**src/rtl/il_frame_ctrl.sv**
```systemverilog
// il_frame_ctrl: frame-sync and lane-sequencing controller for the Rx interleaver path.
// Searches the serial ADC stream for a sync word on the I lane, locks I/Q phase to it and
// emits aligned I/Q pairs with frame markers. A flywheel holds lock across missed syncs.
//
// Ports:
//   CLK_1        ADC sample clock, all logic on rising edge
//   RST          asynchronous active-low reset
//   START        level enable; low forces IDLE on the next edge
//   ADC_OUT      serial sample stream (I, Q alternating once aligned)
//   I_OUT/Q_OUT  current payload pair
//   IQ_VALID     one-cycle strobe when I_OUT/Q_OUT carry a new payload pair
//   FRAME_START  coincident with IQ_VALID of payload pair 0
//   LOCKED       high in PAYLOAD and SYNC
//   LOSS         one-cycle pulse when lock is dropped by the miss limit
//   STATE        IDLE=00, SEARCH=01, PAYLOAD=10, SYNC=11
module il_frame_ctrl #(
    parameter logic [7:0]  SYNC_WORD = 8'hE5,
    parameter int unsigned FRAME_LEN = 32,
    parameter int unsigned MISS_MAX  = 3
) (
    input  logic       CLK_1,
    input  logic       RST,
    input  logic       START,
    input  logic       ADC_OUT,
    output logic       I_OUT,
    output logic       Q_OUT,
    output logic       IQ_VALID,
    output logic       FRAME_START,
    output logic       LOCKED,
    output logic       LOSS,
    output logic [1:0] STATE
);

    typedef enum logic [1:0] {
        StIdle    = 2'b00,
        StSearch  = 2'b01,
        StPayload = 2'b10,
        StSync    = 2'b11
    } state_e;

    localparam logic [7:0] PcLast   = 8'(FRAME_LEN - 1);
    localparam logic [3:0] MissLim  = 4'(MISS_MAX);

    state_e      state_q, state_d;
    logic [14:0] sr_q, sr_d;
    logic        ph_q, ph_d;
    logic [7:0]  pc_q, pc_d;
    logic [3:0]  miss_q, miss_d;
    logic        temp_i_q, temp_i_d;
    logic        i_out_q, i_out_d;
    logic        q_out_q, q_out_d;
    logic        iq_valid_q, iq_valid_d;
    logic        frame_start_q, frame_start_d;
    logic        loss_q, loss_d;

    logic [15:0] win;
    logic [7:0]  i_lane;
    logic        match;
    logic [3:0]  miss_inc;

    // Odd window positions are I samples; the live input is the Q of the newest pair.
    always_comb begin
        win = {sr_q, ADC_OUT};
        i_lane = '0;
        for (int b = 0; b < 8; b++) begin
            i_lane[b] = win[2*b+1];
        end
        match = (i_lane == SYNC_WORD);
        miss_inc = miss_q + 4'd1;
    end

    always_comb begin
        state_d       = state_q;
        sr_d          = {sr_q[13:0], ADC_OUT};
        ph_d          = ~ph_q;
        pc_d          = pc_q;
        miss_d        = miss_q;
        temp_i_d      = temp_i_q;
        i_out_d       = i_out_q;
        q_out_d       = q_out_q;
        iq_valid_d    = 1'b0;
        frame_start_d = 1'b0;
        loss_d        = 1'b0;

        if (!START) begin
            // Abort wins over everything else; I/Q outputs keep their last values.
            state_d = StIdle;
            sr_d    = '0;
            ph_d    = 1'b0;
            pc_d    = '0;
            miss_d  = '0;
        end else begin
            case (state_q)
                StIdle: begin
                    sr_d    = '0;
                    ph_d    = 1'b0;
                    pc_d    = '0;
                    miss_d  = '0;
                    state_d = StSearch;
                end
                StSearch: begin
                    ph_d = 1'b0;
                    if (match) begin
                        state_d = StPayload;
                        pc_d    = '0;
                    end
                end
                StPayload: begin
                    if (!ph_q) begin
                        temp_i_d = ADC_OUT;
                    end else begin
                        i_out_d       = temp_i_q;
                        q_out_d       = ADC_OUT;
                        iq_valid_d    = 1'b1;
                        frame_start_d = (pc_q == 8'd0);
                        if (pc_q == PcLast) begin
                            state_d = StSync;
                            pc_d    = '0;
                        end else begin
                            pc_d = pc_q + 8'd1;
                        end
                    end
                end
                StSync: begin
                    if (ph_q) begin
                        if (pc_q == 8'd7) begin
                            // Window now holds exactly the eight sync pairs.
                            pc_d = '0;
                            if (match) begin
                                miss_d  = '0;
                                state_d = StPayload;
                            end else if (miss_inc == MissLim) begin
                                loss_d  = 1'b1;
                                miss_d  = '0;
                                state_d = StSearch;
                            end else begin
                                miss_d  = miss_inc;
                                state_d = StPayload;
                            end
                        end else begin
                            pc_d = pc_q + 8'd1;
                        end
                    end
                end
                default: state_d = StIdle;
            endcase
        end
    end

    always_ff @(posedge CLK_1 or negedge RST) begin
        if (!RST) begin
            state_q       <= StIdle;
            sr_q          <= '0;
            ph_q          <= 1'b0;
            pc_q          <= '0;
            miss_q        <= '0;
            temp_i_q      <= 1'b0;
            i_out_q       <= 1'b0;
            q_out_q       <= 1'b0;
            iq_valid_q    <= 1'b0;
            frame_start_q <= 1'b0;
            loss_q        <= 1'b0;
        end else begin
            state_q       <= state_d;
            sr_q          <= sr_d;
            ph_q          <= ph_d;
            pc_q          <= pc_d;
            miss_q        <= miss_d;
            temp_i_q      <= temp_i_d;
            i_out_q       <= i_out_d;
            q_out_q       <= q_out_d;
            iq_valid_q    <= iq_valid_d;
            frame_start_q <= frame_start_d;
            loss_q        <= loss_d;
        end
    end

    assign STATE       = state_q;
    assign LOCKED      = state_q[1];
    assign I_OUT       = i_out_q;
    assign Q_OUT       = q_out_q;
    assign IQ_VALID    = iq_valid_q;
    assign FRAME_START = frame_start_q;
    assign LOSS        = loss_q;

endmodule

```
**config.mk**
```make
export PLATFORM = sky130hd
export DESIGN_NAME = il_frame_ctrl
export DESIGN_NICKNAME = d
export VERILOG_FILES = /design/src/rtl/il_frame_ctrl.sv
export SDC_FILE = /design/constraint.sdc
export NUM_CORES = 1
export LEC_CHECK = 0
export BUFFER_PORTS_ARGS = -buffer_cell sky130_fd_sc_hd__buf_2
export CAP_MARGIN = 20
export CORE_UTILIZATION = 50
export CTS_CLUSTER_DIAMETER = 30
export DETAILED_ROUTE_END_ITERATION = 16
export PLACE_DENSITY = 0.7
export SKIP_CTS_REPAIR_TIMING = 1
export SLEW_MARGIN = 30
export SYNTH_ARGS = -nofsm -noshare
export SYNTH_HDL_FRONTEND = slang
export SYNTH_SLANG_ARGS = --single-unit
```
**constraint.sdc**
```tcl
create_clock -name CLK_1 -period 2.7 [get_ports CLK_1]
set_input_delay 0.27 -clock CLK_1 [delete_from_list [all_inputs] [get_ports CLK_1]]
set_output_delay 0.27 -clock CLK_1 [all_outputs]
set_load 0.05 [all_outputs]
```
==> run summary <==
Number of max-cap violations: 0
P per Cell Area: 857.7 nW/um^2
First-pass GRT wire length: 5.292 mm
Final Cycle Share: 0.7120
Switching Share: 0.3841
Required @ worst endpoint: 2.97 ns
Most frequent cells in the layout: 36 x dfrtp_1, 15 x and2_1, 11 x buf_2
All-Layer GR Usage: 0.2083
Mapped cell area: 1653 um^2
RD Place Congestion: 0.8176
Crit path launch type: register
Synth warnings: 0
Final hold viol count: 0
Port Buffer Count: 11
Total Negative Setup Slacks: 0 ns
Vias/cell: 5.574
Gr ovfl total: 0
Num CTS Buffers: 5
FFs w/ async S/R, synth: 1.000
Fillers: 298
# diodes: 0
Post-Syn Area per Cell: 11.09 um^2
Residual DRC: 0
Register bit total from synthesis: 36
Comb power frac: 0.314
Fraction of layout cells with a size suffix above 1: 0.1818
Clock latency on the worst-skew pair: 0.33 ns
Max Transition Viols Final: 0
Final wirelength: 3.055 mm
Syn-to-layout area delta: 9.917%
DR iter-0 viols: 35
CTS tree: done
DP HPWL: 2.131 mm
Critical Path Fanout Max: 7
Cells after synthesis: 149
WP data arrival: 2.19 ns
Crit path cell chain: ha_1 -> and2_2 -> a41oi_1 -> or4b_1 -> nand2_1
Syn Nets: 157
Die ar.: 3540 um^2
Sequential power share: 0.450
Root buffer cell: clkbuf_4
Most common cell after layout, fill and taps aside: dfrtp_1
Post-layout util: 0.5855
Final ANT Viol Nets: 0
RSZ-0062 raised after global routing: no
EDFF count, synth: 0
DR WL/cell: 14.62 um
Type of the worst min-delay path: input pin to asynchronous set/reset pin
Final Setup Violations: 0
Layout Nets: 172
Relative slew slack: 0.4737
FP Rows: 20
Worst Setup End Kind: register
Top achievable clock speed: 520.2 MHz
Status: complete, no violations
Final clock skew: 0.009419 ns
Switching power: 0.0005986 W
Leak Pwr: 0.9028 nW
IR drop worst, VDD: 0.6175 mV
Htree depth: 2
Clk slew on worst S/H paths: 0.11 ns
Largest net degree at the start of global routing: 37
Ys flop type: dfrtp_1
Int Power: 0.0009597 W
Slowest stage cell on the critical path: or4b_1
Slowest cell delay on critical path: 0.59 ns
Clk pwr share: 0.236
Starting Density: 0.5327
Min Tclk post-route: 1.922 ns
Slew @ Worst Pin: 0.7894 ns
Crit Path Category: register to register
CTS sink cnt: 36
Die W: 59.50 um
TritonRoute pass-1 iters: 4
Die extent in y: 59.50 um
Yosys cell types: 45
# IOs: 12
Core Region: 3103 um^2
Initial antenna violation count: 0
Post-synthesis sequential area ratio: 0.5450
Vias in the first global route: 1166
Clock Tree Buf Depth: 2
Vias post-DR: 1165
## final cells by class
cell class / count / area, um^2 / area share
clock inverters: 2 / 35.03 / 0.01928
clock buffers: 6 / 41.29 / 0.02273
well taps: 44 / 55.05 / 0.03030
multi-input cells: 104 / 706.9 / 0.3891
flip-flops and latches: 36 / 900.9 / 0.4959
repair buffers: 11 / 55.05 / 0.03030
inverters: 6 / 22.52 / 0.01240
## cell families (layout without fill, tap and decap cells)
logic type / Yosys count / count (layout) / share of synthesized area
adders and majority gates: 4 / 4 / 0.03028
DFF: 36 / 36 / 0.5450
AOI/OAI and AO/OA: 30 / 30 / 0.1279
and+or+nand+nor: 65 / 65 / 0.2362
muxes: 5 / 5 / 0.03331
buffers and inverters: 9 / 25 / 0.02725
## flip-flops by register name, indices dropped and copies added (netlist names)
name / flops
sr_q: 15
I_OUT: 1
FRAME_START: 1
STATE: 2
Q_OUT: 1
ph_q: 1
miss_q: 4
LOSS: 1
pc_q: 8
IQ_VALID: 1
temp_i_q: 1
## final timing paths
check	startpoint	end	slack [ns]	cells after the start
max in group asynchronous	RST	temp_i_q	2.19	1
min reg2reg	sr_q[7]	sr_q[8]	0.46	1
min	RST	sr_q[14]	0.004	1
max	pc_q[1]	miss_q[2]	0.78	5
max reg2reg	pc_q[1]	miss_q[2]	0.78	5
min in group CLK_1	ADC_OUT	sr_q[0]	0.18	2
## per-layer routing
layer | global-route usage | share of wire | vias up
li1 | - | - | 561
met1 | 0.2582 | 0.46 | 568
met2 | 0.3387 | 0.48 | 28
met3 | 0.04803 | 0.041 | 8
met4 | 0.1096 | 0.018 | 0
met5 | 0 | 0 | -
## power by group through the flow
stage	clock network (W)	registers, W	logic [W]
after floorplan	0	0.000805	0.000274
after global placement	0	0.000699	0.000479
after detailed placement	0	0.000708	0.000493
after CTS	0.000379	0.000699	0.000494
after global routing	0.000400	0.000711	0.000540
final	0.000368	0.000701	0.000490
## per-stage QoR
step                hold WS [ns]  total power (W)  cells  setup WS [ns]  cell area (um^2)
finish                  0.003939         0.001558    209         0.7775              1817
global route             0.05687         0.001651    209         0.6891              1817
CTS                      0.01917         0.001572    209         0.8104              1817
detailed placement        0.3958         0.001201    201         0.8561              1740
global placement          0.3793         0.001178    201         0.9190              1740
floorplan               -0.02559         0.001079    149         0.7005              1653
## Yosys cell counts (2+ instances only)
| master | number | area share |
|---|---|---|
| a21oi_1 | 3 | 0.0091 |
| a22o_1 | 3 | 0.016 |
| and2_1 | 15 | 0.057 |
| and2_2 | 2 | 0.0091 |
| and3_1 | 5 | 0.019 |
| and3b_1 | 2 | 0.011 |
| dfrtp_1 | 36 | 0.55 |
| ha_1 | 4 | 0.030 |
| inv_1 | 6 | 0.014 |
| mux2_2 | 4 | 0.027 |
| nand2_1 | 8 | 0.018 |
| nand3_1 | 4 | 0.012 |
| nand4_1 | 3 | 0.011 |
| nor2_1 | 9 | 0.020 |
| nor3_1 | 3 | 0.0091 |
| o21ai_0 | 10 | 0.030 |
| o21ai_1 | 2 | 0.0061 |
| o31ai_1 | 2 | 0.0091 |
| or4b_1 | 2 | 0.012 |
## critical path, delay by kind of cell (launching register included)
family	cells	cell delay, ns
AOI/OAI and AO/OA	1	0.27
DFF	1	0.45
adders and majority gates	1	0.26
and+or+nand+nor	3	0.88
Power figures use the tool's default switching activity.
